--- src/rtl/interfaz_pspl_pkg.sv ---
// Shared constants for the PS/PL mailbox: command codes, FSM state encodings
// and the acknowledge code each state presents to the PS.
package interfaz_pspl_pkg;

    localparam int DATA_WIDTH_DEF = 32;
    localparam int CMD_WIDTH_DEF  = 8;

    localparam int CMD_IDLE       = 0;
    localparam int CMD_RESET      = 1;
    localparam int CMD_CALC       = 2;
    localparam int CMD_SCAN       = 3;
    localparam int CMD_PRINT      = 4;
    localparam int CMD_END        = 5;
    localparam int CMD_IDLE_SYNC  = 6;
    localparam int CMD_RESET_SYNC = 7;
    localparam int CMD_CALC_SYNC  = 8;
    localparam int CMD_SCAN_SYNC  = 9;
    localparam int CMD_PRINT_SYNC = 10;

    localparam logic [3:0] ST_IDLE       = 4'd1;
    localparam logic [3:0] ST_RST        = 4'd2;
    localparam logic [3:0] ST_RST_SYNC   = 4'd3;
    localparam logic [3:0] ST_CALC       = 4'd4;
    localparam logic [3:0] ST_CALC_SYNC  = 4'd5;
    localparam logic [3:0] ST_SCAN       = 4'd6;
    localparam logic [3:0] ST_SCAN_SYNC  = 4'd7;
    localparam logic [3:0] ST_PRINT      = 4'd8;
    localparam logic [3:0] ST_PRINT_SYNC = 4'd9;

    // Acknowledge code shown on ctrl_out while the FSM sits in a given state.
    function automatic logic [7:0] ack_code(input logic [3:0] st);
        logic [7:0] code;
        code = 8'(CMD_IDLE_SYNC);
        case (st)
            ST_RST:        code = 8'(CMD_RESET);
            ST_RST_SYNC:   code = 8'(CMD_RESET_SYNC);
            ST_CALC:       code = 8'(CMD_CALC);
            ST_CALC_SYNC:  code = 8'(CMD_CALC_SYNC);
            ST_SCAN:       code = 8'(CMD_SCAN);
            ST_SCAN_SYNC:  code = 8'(CMD_SCAN_SYNC);
            ST_PRINT:      code = 8'(CMD_PRINT);
            ST_PRINT_SYNC: code = 8'(CMD_PRINT_SYNC);
            default:       code = 8'(CMD_IDLE_SYNC);
        endcase
        return code;
    endfunction

endpackage

--- src/rtl/interfaz_pspl_square_core.sv ---
// Sequential shift-add squarer: one partial product per cycle, done pulses
// for one cycle with the low WIDTH bits of operand*operand on result.
module interfaz_pspl_square_core #(
    parameter int WIDTH = 32
) (
    input  logic             clock,
    input  logic             reset,
    input  logic             start,
    input  logic             abort,
    input  logic [WIDTH-1:0] operand,
    output logic             busy,
    output logic             done,
    output logic [WIDTH-1:0] result
);

    localparam int CW = $clog2(WIDTH + 1);

    logic [WIDTH-1:0] acc_reg;
    logic [WIDTH-1:0] mcand_reg;
    logic [WIDTH-1:0] mplier_reg;
    logic [CW-1:0]    count_reg;
    logic             busy_reg;
    logic             done_reg;

    always_ff @(posedge clock or posedge reset) begin
        if (reset) begin
            acc_reg    <= '0;
            mcand_reg  <= '0;
            mplier_reg <= '0;
            count_reg  <= '0;
            busy_reg   <= 1'b0;
            done_reg   <= 1'b0;
        end else begin
            done_reg <= 1'b0;
            if (abort) begin
                busy_reg  <= 1'b0;
                count_reg <= '0;
            end else if (start && !busy_reg) begin
                acc_reg    <= '0;
                mcand_reg  <= operand;
                mplier_reg <= operand;
                count_reg  <= CW'(WIDTH);
                busy_reg   <= 1'b1;
            end else if (busy_reg) begin
                // Bits shifted past the top of mcand fall outside the mod-2^WIDTH result.
                if (mplier_reg[0]) begin
                    acc_reg <= acc_reg + mcand_reg;
                end
                mcand_reg  <= mcand_reg << 1;
                mplier_reg <= mplier_reg >> 1;
                count_reg  <= count_reg - CW'(1);
                if (count_reg == CW'(1)) begin
                    busy_reg <= 1'b0;
                    done_reg <= 1'b1;
                end
            end
        end
    end

    assign busy   = busy_reg;
    assign done   = done_reg;
    assign result = acc_reg;

endmodule

--- src/rtl/interfaz_pspl_top.sv ---
// PL side of the PS/PL mailbox: registered command decode, handshake FSM,
// operand/result/data_out registers around the squaring core.
module interfaz_pspl_top
    import interfaz_pspl_pkg::*;
#(
    parameter int DATA_WIDTH = DATA_WIDTH_DEF,
    parameter int CMD_WIDTH  = CMD_WIDTH_DEF
) (
    input  logic                  clock,
    input  logic                  reset,
    input  logic [CMD_WIDTH-1:0]  ctrl_in,
    output logic [CMD_WIDTH-1:0]  ctrl_out,
    input  logic [DATA_WIDTH-1:0] data_in,
    output logic [DATA_WIDTH-1:0] data_out,
    output logic [3:0]            state_dbg
);

    localparam logic [CMD_WIDTH-1:0] C_IDLE       = CMD_WIDTH'(CMD_IDLE);
    localparam logic [CMD_WIDTH-1:0] C_RESET      = CMD_WIDTH'(CMD_RESET);
    localparam logic [CMD_WIDTH-1:0] C_CALC       = CMD_WIDTH'(CMD_CALC);
    localparam logic [CMD_WIDTH-1:0] C_SCAN       = CMD_WIDTH'(CMD_SCAN);
    localparam logic [CMD_WIDTH-1:0] C_PRINT      = CMD_WIDTH'(CMD_PRINT);
    localparam logic [CMD_WIDTH-1:0] C_RESET_SYNC = CMD_WIDTH'(CMD_RESET_SYNC);
    localparam logic [CMD_WIDTH-1:0] C_SCAN_SYNC  = CMD_WIDTH'(CMD_SCAN_SYNC);
    localparam logic [CMD_WIDTH-1:0] C_PRINT_SYNC = CMD_WIDTH'(CMD_PRINT_SYNC);

    logic [CMD_WIDTH-1:0]  ctrl_reg;
    logic [DATA_WIDTH-1:0] data_reg;
    logic [3:0]            state_reg;
    logic [3:0]            state_next;
    logic [CMD_WIDTH-1:0]  ctrl_out_reg;
    logic [DATA_WIDTH-1:0] data_out_reg;
    logic [DATA_WIDTH-1:0] operand_reg;
    logic [DATA_WIDTH-1:0] result_reg;

    logic                  core_start;
    logic                  core_abort;
    logic                  core_busy;
    logic                  core_done;
    logic [DATA_WIDTH-1:0] core_result;
    logic                  capture_operand;
    logic                  latch_result;
    logic                  load_data_out;
    logic                  clear_regs;

    always_comb begin
        state_next      = state_reg;
        core_start      = 1'b0;
        core_abort      = 1'b0;
        capture_operand = 1'b0;
        latch_result    = 1'b0;
        load_data_out   = 1'b0;
        clear_regs      = 1'b0;
        case (state_reg)
            ST_IDLE: begin
                if (ctrl_reg == C_RESET) begin
                    state_next = ST_RST;
                    clear_regs = 1'b1;
                    core_abort = 1'b1;
                end else if (ctrl_reg == C_SCAN) begin
                    state_next = ST_SCAN;
                end else if (ctrl_reg == C_CALC) begin
                    state_next = ST_CALC;
                    core_start = 1'b1;
                end else if (ctrl_reg == C_PRINT) begin
                    state_next    = ST_PRINT;
                    load_data_out = 1'b1;
                end
            end
            ST_SCAN: begin
                if (ctrl_reg == C_IDLE) begin
                    state_next = ST_IDLE;
                end else if (ctrl_reg == C_SCAN_SYNC) begin
                    state_next      = ST_SCAN_SYNC;
                    capture_operand = 1'b1;
                end
            end
            ST_CALC: begin
                // An idle while computing abandons the run; result_reg keeps its old value.
                if (ctrl_reg == C_IDLE) begin
                    state_next = ST_IDLE;
                    core_abort = 1'b1;
                end else if (core_done) begin
                    state_next   = ST_CALC_SYNC;
                    latch_result = 1'b1;
                end
            end
            ST_PRINT: begin
                if (ctrl_reg == C_IDLE) begin
                    state_next = ST_IDLE;
                end else if (ctrl_reg == C_PRINT_SYNC) begin
                    state_next = ST_PRINT_SYNC;
                end
            end
            ST_RST: begin
                if (ctrl_reg == C_IDLE) begin
                    state_next = ST_IDLE;
                end else if (ctrl_reg == C_RESET_SYNC) begin
                    state_next = ST_RST_SYNC;
                end
            end
            ST_SCAN_SYNC, ST_CALC_SYNC, ST_PRINT_SYNC, ST_RST_SYNC: begin
                if (ctrl_reg == C_IDLE) begin
                    state_next = ST_IDLE;
                end
            end
            default: state_next = ST_IDLE;
        endcase
    end

    always_ff @(posedge clock or posedge reset) begin
        if (reset) begin
            ctrl_reg     <= '0;
            data_reg     <= '0;
            state_reg    <= ST_IDLE;
            ctrl_out_reg <= CMD_WIDTH'(CMD_IDLE_SYNC);
            data_out_reg <= '0;
            operand_reg  <= '0;
            result_reg   <= '0;
        end else begin
            ctrl_reg     <= ctrl_in;
            data_reg     <= data_in;
            state_reg    <= state_next;
            // Acknowledge tracks the state being entered so it lines up with state_dbg.
            ctrl_out_reg <= CMD_WIDTH'(ack_code(state_next));
            if (clear_regs) begin
                operand_reg <= '0;
                result_reg  <= '0;
            end
            if (capture_operand) begin
                operand_reg <= data_reg;
            end
            if (latch_result) begin
                result_reg <= core_result;
            end
            if (load_data_out) begin
                data_out_reg <= result_reg;
            end
        end
    end

    interfaz_pspl_square_core #(
        .WIDTH(DATA_WIDTH)
    ) u_core (
        .clock  (clock),
        .reset  (reset),
        .start  (core_start),
        .abort  (core_abort),
        .operand(operand_reg),
        .busy   (core_busy),
        .done   (core_done),
        .result (core_result)
    );

    assign ctrl_out  = ctrl_out_reg;
    assign data_out  = data_out_reg;
    assign state_dbg = state_reg;

endmodule

--- config.mk ---
export PLATFORM = sky130hd
export DESIGN_NAME = interfaz_pspl_top
export DESIGN_NICKNAME = d
export VERILOG_FILES = /design/src/rtl/interfaz_pspl_pkg.sv /design/src/rtl/interfaz_pspl_square_core.sv /design/src/rtl/interfaz_pspl_top.sv
export SDC_FILE = /design/constraint.sdc
export NUM_CORES = 1
export LEC_CHECK = 0
export CORE_ASPECT_RATIO = 1.5
export CORE_MARGIN = 8
export CORE_UTILIZATION = 58
export CTS_CLUSTER_SIZE = 12
export DETAILED_ROUTE_END_ITERATION = 16
export PLACE_DENSITY = 0.83
export SLEW_MARGIN = 10
export SYNTH_ARGS = -nofsm -noshare
export SYNTH_HDL_FRONTEND = slang
export SYNTH_SLANG_ARGS = --single-unit
export TNS_END_PERCENT = 10
--- constraint.sdc ---
create_clock -name clock -period 11.7 [get_ports clock]
set_input_delay 2.34 -clock clock [delete_from_list [all_inputs] [get_ports clock]]
set_output_delay 2.34 -clock clock [all_outputs]
set_load 0.01 [all_outputs]
# Word-level counts from Yosys, hierarchy flattened

Memory sizes are Yosys's and may differ from the RTL's. A register that Yosys moved wholly into a read port is not among the register bits.
Index checks and enable logic that the tools add are counted.

Input port bits: 42
Logic and storage cells: 99
Memory bits (read-only): 64
Bits in registers: 252
Memories kept: 1

Reduce and logical (&&, ||, !) cells: 11
Add/sub/neg operators: 2
Mux-type cells: 54
Bitwise operators: 1
Equal/unequal tests: 17

Memories:

| name            | words | width | rd ports | clocked after Yosys merged registers in | write ports | line                    | RTL |
|---|---|---|---|---|---|---|---|
| (no name shown) | 16    | 4     | 1        | 1                                       | 0           | interfaz_pspl_pkg.sv:34 | `case (st)` |

Operators with widths:

| operator            | count |
|---|---|
| $mux 32             | 10 |
| $mux 4              | 13 |
| $add 32x32->32      | 1 |
| $mux 1              | 26 |
| $pmux 4 s6          | 1 |
| $mux 6              | 3 |
| $eq 4x3->1 const B  | 4 |
| $eq 8x2->1 const B  | 2 |
| $eq 8x3->1 const B  | 2 |
| $eq 8x4->1 const B  | 2 |
| $eq 4x2->1 const B  | 2 |
| $eq 4x4->1 const B  | 2 |
| $eq 8x1->1 const B  | 1 |
| $logic_not 8->1     | 1 |
| $reduce_bool 2->1   | 4 |
| $eq 6x1->1 const B  | 1 |
| $sub 6x1->6 const B | 1 |
| $eq 4x1->1 const B  | 1 |
| $reduce_or 4->1     | 1 |
| $reduce_and 3->1    | 1 |
| $reduce_bool 3->1   | 1 |
| $pmux 1 s2          | 1 |
| $reduce_and 2->1    | 1 |
| $logic_and 1x1->1   | 1 |
| other kinds (2)     | 2 |

# Depth between registers and ports, before layout

Gate-level depths: netlist (run 1).

Word-level depth: 8
Depth in mapped cells: 11
Mapped depth without buffers: 10

# By module

A second synthesis (run 1) with hierarchy kept.

Cells, all modules: 999
Area, all modules: 11108.2 um^2

By module, submodules not included:

| module                    | times used | cells each | area an instance (um^2) |
|---|---|---|---|
| interfaz_pspl_square_core | 1          | 672        | 6029.5 |
| interfaz_pspl_top         | 1          | 327        | 5078.6 |

# Least setup slack after synthesis (run 1)

No wires, ideal clock.

Path type: reg2out
Start: reg state_reg[0], in the netlist state_dbg[0]
End: out state_dbg[0]
Stages on the path, launching flop included: 1
Data required time: 9.360 ns
Buffers on the path: 0
Data arrival time: 0.564 ns
Slack: 8.796 ns
Cell sequence: dfstp_2

RTL lines:

| element                | line                     | RTL |
|---|---|---|
| start, declared        | interfaz_pspl_top.sv:29  | `logic [3:0] state_reg;` |
| start signal, assigned | interfaz_pspl_top.sv:123 | `state_reg <= state_next;` |
| end, declared          | interfaz_pspl_top.sv:15  | `output logic [3:0] state_dbg` |

No word-level cell between the ends.

# Final worst setup path (run 1)

Start: reg state_reg[0], in the netlist state_dbg[0]
End: out state_dbg[0]

No word-level cell between the ends.

==> key figures, run 1 <==
Run status
  • Status: finished clean

Die
  • Chip width: 129 µm
  • Initial Util: 58.7%
  • Ports: 86
  • Die Y: 186 µm
  • Total core area: 19000 µm²
  • Die area: 24000 µm²
  • FP Rows: 62

Critical path
  • Worst setup EP type: output port
  • CP arrival: 1.63 ns
  • CP Class: flip-flop to output port
  • Crit-path max FO: 6
  • Startpoint Class: flip-flop
  • Worst path required time: 9.36 ns
  • Top delay family on crit path: flip-flops
  • Slowest CP cell: dfstp_2
  • Crit path buf inv count: 1
  • Crit-path cells: clkdlybuf4s50_1
  • Max incr delay on CP: 0.57 ns

STA
  • Slew Viols, Final: 0
  • Final setup viols: 0
  • RSZ-0062 raised after global routing: false
  • Crit share post-route: 33.9%
  • Setup TNS: 0 ns
  • Final hold slack: 0.467 ns
  • Final min period: 3.97 ns
  • Slew @ Worst Pin: 1.15 ns
  • Slew headroom: 23.5%
  • Fin worst setup slack: 7.73 ns
  • F_max: 252 MHz
  • Clk_skew: 0.0119 ns
  • Final hold vios: 0

Clock network
  • CTS H-tree depth: 1
  • CTS tree: built
  • Clock Path Buffers: 3
  • CTS Buf Count: 25
  • Clock root cell: clkbuf_16
  • Reg clk slew, reported paths: 0.06 ns
  • Clock Latency Late Sink: 0.51 ns
  • CTS resizes: 0
  • Clk sink count: 248
  • Setup bufs post-CTS: 0
  • CTS Hold Bufs: 0

Power and ir drop
  • VDD IR max: 0.145 mV
  • PD cells: 136 nW/µm²
  • Leakage: 5.69 nW

Synth
  • Post-synthesis register bit count: 248
  • Main synth FF type: dfrtp_1
  • Count leader, synth: dfrtp_1
  • Register area share after synthesis: 55.7%
  • Mapped cell area: 11200 µm²
  • Top cells by area, synth: dfrtp_1, mux2i_1, a22o_1, nand2_1, ha_1
  • Count of different cell masters after synthesis: 63
  • Synth top area share: 55.0%
  • Avg Inst Size Synth: 11.4 µm²
  • Synth warn: 0
  • Most frequent cells after synthesis: dfrtp_1, nand2_1, a22o_1, mux2i_1, o21ai_1
  • FFs w/ async S/R, synth: 100%
  • Cells after Synth: 977
  • Leading area contributor after synthesis: dfrtp_1
  • Number of synthesized flops with an enable pin: 0

Layout
  • Antenna fix cells: 0
  • Post-Route Utilization: 67.1%
  • Layout cells sized above 1: 8.52%
  • Post-Layout Cell Count: 1312
  • Final net count: 1114
  • Fill cells: 1433
  • Area growth, synth to finish: 14.4%

Routing
  • DR iter-0 viols: 465
  • Routed vias: 7587
  • Routed vias/inst: 5.78
  • Post-DR wirelength/cell: 17.3 µm
  • Antenna viol nets, final: 0
  • DRT Pass-1 Iters: 5
  • DRT Wirelength: 22.7 mm
  • DRC Markers: 0

Global route
  • GR Overflow Total: 0
  • Pin count of the biggest net entering global routing: 126
  • Gr usage total: 19.5%
  • Antenna violations before repair: 0
  • Vias in the first global route: 7737
  • First-pass GRT wire length: 38.2 mm

Placed design
  • Pre-CTS setup slack: 7.15 ns
  • # port buffers: 81
  • Post-DP HPWL: 15.5 mm
  • Routability cong.: 0.897
  • DP Cell Count: 1267

Hold path
  • Hold Path Class: flip-flop to flip-flop

Flow run
  • Max-cap violation count: 0
[placed cells by master (no fill, tap or decap), types with 4 or more instances in the layout]
| master | count |
|---|---|
| o21bai_1 | 5 |
| inv_1 | 16 |
| and2_1 | 8 |
| a21oi_1 | 39 |
| and3_1 | 4 |
| mux2_2 | 32 |
| nor2_1 | 25 |
| a31oi_1 | 5 |
| nand4_1 | 5 |
| xnor2_1 | 20 |
| nor2b_1 | 6 |
| xor2_1 | 12 |
| ha_1 | 33 |
| buf_4 | 10 |
| o21ai_1 | 61 |
| clkbuf_16 | 25 |
| dfrtp_1 | 245 |
| clkdlybuf4s50_1 | 81 |
| nor3_1 | 8 |
| conb_1 | 4 |
| o31ai_1 | 8 |
| o21ai_0 | 49 |
| clkbuf_1 | 16 |
| o211ai_1 | 7 |
| mux2i_1 | 64 |
| a22o_1 | 68 |
| nand2_1 | 126 |
| a21o_1 | 17 |
[layout make-up]
class	instances	area [µm²]	area share [%]
Sequential cell	248	6210	48.7
Multi-Input combinational cell	655	4550	35.6
Timing Repair Buffer	91	886	6.94
Clock buffer	43	713	5.59
Tap cell	256	320	2.51
Inverter	17	71.3	0.559
Clock inverter	2	12.5	0.0980
[metal layers]
layer | GRT usage, % | share of wire, % | vias up
met5 | 0 | 0 | -
met4 | 8.21 | 2.8 | 0
met3 | 2.29 | 4.1 | 42
met2 | 33.3 | 51 | 167
met1 | 24.6 | 42 | 3763
li1 | - | - | 3615
[logic make-up after synthesis]
group / count (synthesis) / share of synthesized area [%]
buffers and inverters: 77 / 3.77
DFF: 248 / 55.7
and+or+nand+nor: 208 / 8.66
xor gates and xnor gates: 32 / 2.51
muxes: 96 / 8.97
AOI/OAI and AO/OA: 281 / 16.5
adders and majority gates: 34 / 3.88
other: 1 / 0.0336
[stage by stage]
| step | instance area [µm²] | power [mW] |
|---|---|---|
| after floorplan | 11200 | 0.998 |
| after global placement | 12000 | 1.03 |
| after detailed placement | 12000 | 1.04 |
| after CTS | 12800 | 1.76 |
| after global routing | 12800 | 1.81 |
| final | 12800 | 1.74 |
[power breakdown]
part | internal [mW] | switching [mW]
sequential | 0.888 | 0.0240
combinational | 0.0512 | 0.0612
clock | 0.411 | 0.306
[worst paths after layout]
kind,depth (start not counted),endpoint,slack [ns],startpoint
setup reg to reg,10,u_core.mplier_reg[23],7.76,ctrl_reg[7]
min in group asynchronous,2,operand_reg[1],2.35,reset
hold / removal,1,operand_reg[17],0.47,data_reg[17]
setup / recovery,1,state_dbg[0],7.73,state_dbg[0]
max in group asynchronous,3,data_out[26],7.80,reset
hold reg to reg,1,operand_reg[17],0.47,data_reg[17]
No activity file was read; power rests on OpenSTA's default activity.
==> run 2: changes to the inputs <==
--- a/config.mk
+++ b/config.mk
@@ -7,10 +7,10 @@
 export LEC_CHECK = 0
 export CORE_ASPECT_RATIO = 1.5
 export CORE_MARGIN = 8
-export CORE_UTILIZATION = 58
+export CORE_UTILIZATION = 53
 export CTS_CLUSTER_SIZE = 12
 export DETAILED_ROUTE_END_ITERATION = 16
-export PLACE_DENSITY = 0.83
+export PLACE_DENSITY = 0.8
 export SLEW_MARGIN = 10
 export SYNTH_ARGS = -nofsm -noshare
 export SYNTH_HDL_FRONTEND = slang
==> constraint.sdc (replaced) <==
create_clock -name clock -period 3.3 [get_ports clock]
set_input_delay 0.66 -clock clock [delete_from_list [all_inputs] [get_ports clock]]
set_output_delay 0.66 -clock clock [all_outputs]
set_load 0.01 [all_outputs]
==> run 2 against run 1 <==
Design area grew 1.3%. Critical path depth grew 9. Setup slack lost 7.4 ns. Sequential power grew to 3.5 times the previous value. Hold slack lost 0.0012 ns. Power grew to 3.5 times the previous value. Routed wire length grew 3.0%. Register-to-register slack lost 7.5 ns.
==> key figures, run 2 (synthesis results as in run 1) <==
Critical path
  • Worst setup EP type: flip-flop
  • Max incr delay on CP: 0.40 ns
  • CP dominant cell by count: a221o_1
  • Slowest CP cell: dfrtp_1
  • Crit-path max FO: 5
  • Crit-path cells: ha_1, fa_1, a21o_1, a221o_1, a21oi_1, o21ai_0, nand2_1, o21bai_1, a31o_2, a221o_1
  • CP Class: flip-flop to flip-flop
  • Startpoint Class: flip-flop
  • CP arrival: 3.39 ns
  • Worst path required time: 3.68 ns

Layout
  • Area growth, synth to finish: 15.9%
  • Layout cells sized above 1: 9.47%
  • Post-Route Utilization: 62.1%
  • Final net count: 1125
  • Most frequent cells in the layout: dfrtp_1, nand2_1, clkdlybuf4s50_1, a22o_1, mux2i_1
  • Antenna fix cells: 0
  • Most common cell after layout, fill and taps aside: dfrtp_1

Clock network
  • CTS tree: built
  • CTS H-tree depth: 1
  • Reg clk slew, reported paths: 0.06 ns
  • Clk sink count: 248
  • Clock Latency Late Sink: 0.51 ns
  • Clock Path Buffers: 3
  • CTS Buf Count: 25
  • Clock root cell: clkbuf_16
  • CTS resizes: 0
  • CTS Hold Bufs: 0
  • Setup bufs post-CTS: 0

Placed design
  • # port buffers: 81
  • Routability cong.: 0.906
  • Pre-CTS setup slack: 0.307 ns
  • Post-DP HPWL: 16.6 mm

STA
  • Crit share post-route: 91.1%
  • Slew headroom: 53.2%
  • Fin worst setup slack: 0.292 ns
  • Final min period: 3.01 ns
  • Setup TNS: 0 ns
  • RSZ-0062 raised after global routing: false
  • Slew @ Worst Pin: 0.702 ns
  • Slew Viols, Final: 0
  • F_max: 332 MHz
  • Clk_skew: 0.0128 ns
  • Final hold slack: 0.466 ns
  • Final setup viols: 0
  • Final hold vios: 0

Routing
  • DRT Wirelength: 23.4 mm
  • Post-DR wirelength/cell: 17.5 µm
  • Routed vias: 7630
  • Routed vias/inst: 5.72
  • DRT Pass-1 Iters: 5
  • DR iter-0 viols: 413
  • Antenna viol nets, final: 0
  • DRC Markers: 0

Die
  • Die area: 26000 µm²
  • Ports: 86
  • Initial Util: 53.6%
  • Chip width: 134 µm
  • Die Y: 194 µm
  • FP Rows: 65
  • Total core area: 20800 µm²

Power and ir drop
  • PD cells: 477 nW/µm²
  • VDD IR max: 0.411 mV
  • Final total power: 6.16 mW
  • Leakage: 5.77 nW

Global route
  • Vias in the first global route: 7951
  • Antenna violations before repair: 0
  • First-pass GRT wire length: 39.3 mm
  • Gr usage total: 18.1%
  • Pin count of the biggest net entering global routing: 125
  • GR Overflow Total: 0

Hold path
  • Hold Path Class: flip-flop to flip-flop

Run status
  • Status: finished clean

Flow run
  • Max-cap violation count: 0
run 2: final timing paths:
kind                       cells past startpoint        startpoint               endpoint  slack [ns]
hold reg to reg                                1      data_reg[31]        operand_reg[31]        0.47
hold / removal                                 1      data_reg[31]        operand_reg[31]        0.47
min in group asynchronous                      3             reset         result_reg[24]        0.64
setup / recovery                              10  u_core.result[0]      u_core.result[28]        0.29
max in group asynchronous                      3             reset  u_core.mplier_reg[30]        2.03
setup reg to reg                              10  u_core.result[0]      u_core.result[28]        0.29
run 2: power by group:
group,switching (mW),internal (mW)
combinational,0.214,0.194
sequential,0.0846,3.15
clock,1.09,1.43
total,1.39,4.77
run 2: critical path: cells and delay by family, from the launching register on:
kind                       cells  cell delay [ns]
AOI/OAI and AO/OA              7             1.69
DFF                            1             0.40
and+or+nand+nor                1             0.14
adders and majority gates      2             0.64
run 2: area by class of cell:
class,count,area (µm²)
fillers,1706,7890
flip-flops and latches,248,6210
multi-input cells,655,4550
repair buffers,102,1060
clock buffers,42,699
well taps,268,335
inverters,17,67.6
clock inverters,3,15.0
run 2: stage by stage:
stage	area (µm²)	cells
2_1_floorplan	11200	980
3_3_place_gp	12200	1290
3_5_place_dp	12200	1290
4_1_cts	12900	1335
5_1_grt	12900	1335
6_report	12900	1335
run 2: routing by layer:
layer | GRT usage, % | part of all wire, %
met5 | 0 | 0
met1 | 22.0 | 40
met3 | 2.59 | 4.4
met2 | 31.4 | 51
met4 | 7.64 | 3.7
==> run 3: changes to the inputs <==
--- a/config.mk
+++ b/config.mk
@@ -5,7 +5,7 @@
 export SDC_FILE = /design/constraint.sdc
 export NUM_CORES = 1
 export LEC_CHECK = 0
-export CORE_ASPECT_RATIO = 1.5
+export CORE_ASPECT_RATIO = 2
 export CORE_MARGIN = 8
 export CORE_UTILIZATION = 53
 export CTS_CLUSTER_SIZE = 12
==> run 3 against run 2 <==
Design area up 0.37%. Clock skew rose by 0.0042 ns. Setup slack got worse by 0.041 ns. First-iteration DRC count fell by 6.8%. Non-clock buffer count grew 7. Die area up 0.71%. Final cell count is essentially flat. Flip-flop and latch count unchanged. Clock power is essentially flat. Critical path type unchanged.
==> key figures, run 3 (synthesis results as in run 1) <==
Die
  • FP Rows: 75
  • Ports: 86
  • Die Y: 221 µm
  • Die area: 26200 µm²
  • Total core area: 20800 µm²
  • Chip width: 119 µm
  • Initial Util: 53.6%

Critical path
  • Worst setup EP type: flip-flop
  • Startpoint Class: flip-flop
  • Top delay family on crit path: compound AO/OA/AOI/OAI gates
  • Crit-path cells: ha_1, fa_1, a21o_1, a221o_1, a21oi_2, o21ai_0, nand2_1, o21bai_1, a31o_2, a221o_1
  • Crit-path max FO: 5
  • Slowest CP cell: fa_1
  • CP Class: flip-flop to flip-flop
  • Max incr delay on CP: 0.42 ns
  • Worst path required time: 3.71 ns
  • CP arrival: 3.46 ns
  • Crit path buf inv count: 0
  • CP dominant cell by count: a221o_1

Flow run
  • Max-cap violation count: 0

STA
  • Fin worst setup slack: 0.251 ns
  • Final hold slack: 0.464 ns
  • Clk_skew: 0.0170 ns
  • RSZ-0062 raised after global routing: false
  • Setup TNS: 0 ns
  • Slew headroom: 40.5%
  • Final hold vios: 0
  • Final setup viols: 0
  • Crit share post-route: 92.4%
  • Slew @ Worst Pin: 0.892 ns
  • Slew Viols, Final: 0
  • Final min period: 3.05 ns
  • F_max: 328 MHz

Layout
  • Most common cell after layout, fill and taps aside: dfrtp_1
  • Area growth, synth to finish: 16.3%
  • Antenna fix cells: 0
  • Layout cells sized above 1: 10.0%
  • Most frequent cells in the layout: dfrtp_1, nand2_1, clkdlybuf4s50_1, a22o_1, mux2i_1
  • Final net count: 1132
  • Post-Layout Cell Count: 1336

Power and ir drop
  • Leakage: 5.80 nW
  • Final total power: 6.19 mW
  • Seq pwr share: 52.3%
  • Clock power share: 40.9%
  • Switching Power: 1.43 mW
  • VDD IR max: 0.515 mV
  • Cell-internal power: 4.76 mW
  • Logic pwr share: 6.9%
  • PD cells: 477 nW/µm²
  • Sw Ratio: 23.1%

Placed design
  • DP Cell Count: 1298
  • Pre-CTS setup slack: 0.165 ns
  • Routability cong.: 0.927
  • Post-DP HPWL: 17.5 mm
  • # port buffers: 81

Clock network
  • CTS tree: built
  • Clock Path Buffers: 3
  • CTS Hold Bufs: 0
  • CTS Buf Count: 25
  • CTS H-tree depth: 1
  • Setup bufs post-CTS: 0
  • Clock Latency Late Sink: 0.53 ns
  • Clock root cell: clkbuf_16
  • Clk sink count: 248
  • Reg clk slew, reported paths: 0.06 ns

Global route
  • First-pass GRT wire length: 40.7 mm
  • Met1 Use GR: 20.4%
  • Vias in the first global route: 8139
  • Gr usage total: 18.8%
  • Met2 usage: 34.7%
  • Antenna violations before repair: 0
  • GR Overflow Total: 0
  • Met3 Use GR: 2.88%
  • Most Crowded Layer GR: met2
  • Pin count of the biggest net entering global routing: 90

Routing
  • Post-DR wirelength/cell: 18.0 µm
  • Antenna viol nets, final: 0
  • Routed vias/inst: 5.72
  • DRT Wirelength: 24.1 mm
  • DRT Pass-1 Iters: 4
  • Routed vias: 7636
  • DR iter-0 viols: 385
  • DRC Markers: 0

Run status
  • Status: finished clean

Hold path
  • Hold Path Class: flip-flop to flip-flop
[run 3: cell count changes in the layout (fill, tap and decap cells not counted)]
cell      delta
inv_8        +1
clkinv_2     -3
a21oi_2      +1
clkbuf_1     -5
a21oi_1      -1
buf_12       +1
buf_4        +6
[run 3: power groups by stage]
| stage | clock network (mW) | registers (mW) | logic (mW) |
|---|---|---|---|
| 6_report | 2.53 | 3.23 | 0.424 |
| 3_5_place_dp | 0 | 3.29 | 0.427 |
| 5_1_grt | 2.69 | 3.24 | 0.476 |
| 3_3_place_gp | 0 | 3.28 | 0.410 |
| 2_1_floorplan | 0 | 3.27 | 0.270 |
| 4_1_cts | 2.58 | 3.23 | 0.430 |
[run 3: through the flow]
stage,cell area [µm²],utilization [%]
4_1_cts,13000,62.3
5_1_grt,13000,62.3
2_1_floorplan,11200,-
6_report,13000,62.3
3_3_place_gp,12300,59.0
3_5_place_dp,12300,59.0
[run 3: cell type report]
| cell class | count | area [µm²] |
|---|---|---|
| Tap cell | 269 | 337 |
| Multi-Input combinational cell | 655 | 4550 |
| Fill cell | 1635 | 7850 |
| Clock inverter | 1 | 11.3 |
| Timing Repair Buffer | 109 | 1120 |
| Inverter | 17 | 67.6 |
| Sequential cell | 248 | 6210 |
| Clock buffer | 37 | 681 |
[run 3: worst register-to-register path, stage by stage, from the launching register on]
cell and delay, ns:
dfrtp_1 0.40, ha_1 0.25, fa_1 0.42, a21o_1 0.19, a221o_1 0.36, a21oi_2 0.21
o21ai_0 0.20, nand2_1 0.16, o21bai_1 0.18, a31o_2 0.29, a221o_1 0.28
[run 3: final timing paths]
kind / from / endpoint / slack [ns] / cells after the start
max in group asynchronous: reset / u_core.mplier_reg[10] / 1.88 / 3
setup / recovery: u_core.result[0] / u_core.result[28] / 0.25 / 10
hold reg to reg: data_reg[31] / operand_reg[31] / 0.46 / 1
min in group asynchronous: reset / result_reg[15] / 0.55 / 2
setup reg to reg: u_core.result[0] / u_core.result[28] / 0.25 / 10
hold / removal: data_reg[31] / operand_reg[31] / 0.46 / 1
[run 3: what timing repair did]
| item | 4_1_cts | 5_1_grt |
|---|---|---|
| gates resized for setup | 0 | 1 |
| setup endpoints to repair | 0 | 2 |
| endpoints found under the hold margin | 0 | 0 |
[run 3: routing by layer]
layer / part of all wire [%] / vias up
li1: - / 3639
met1: 38 / 3784
met2: 54 / 156
met3: 3.6 / 57
met4: 3.9 / 0
met5: 0 / -
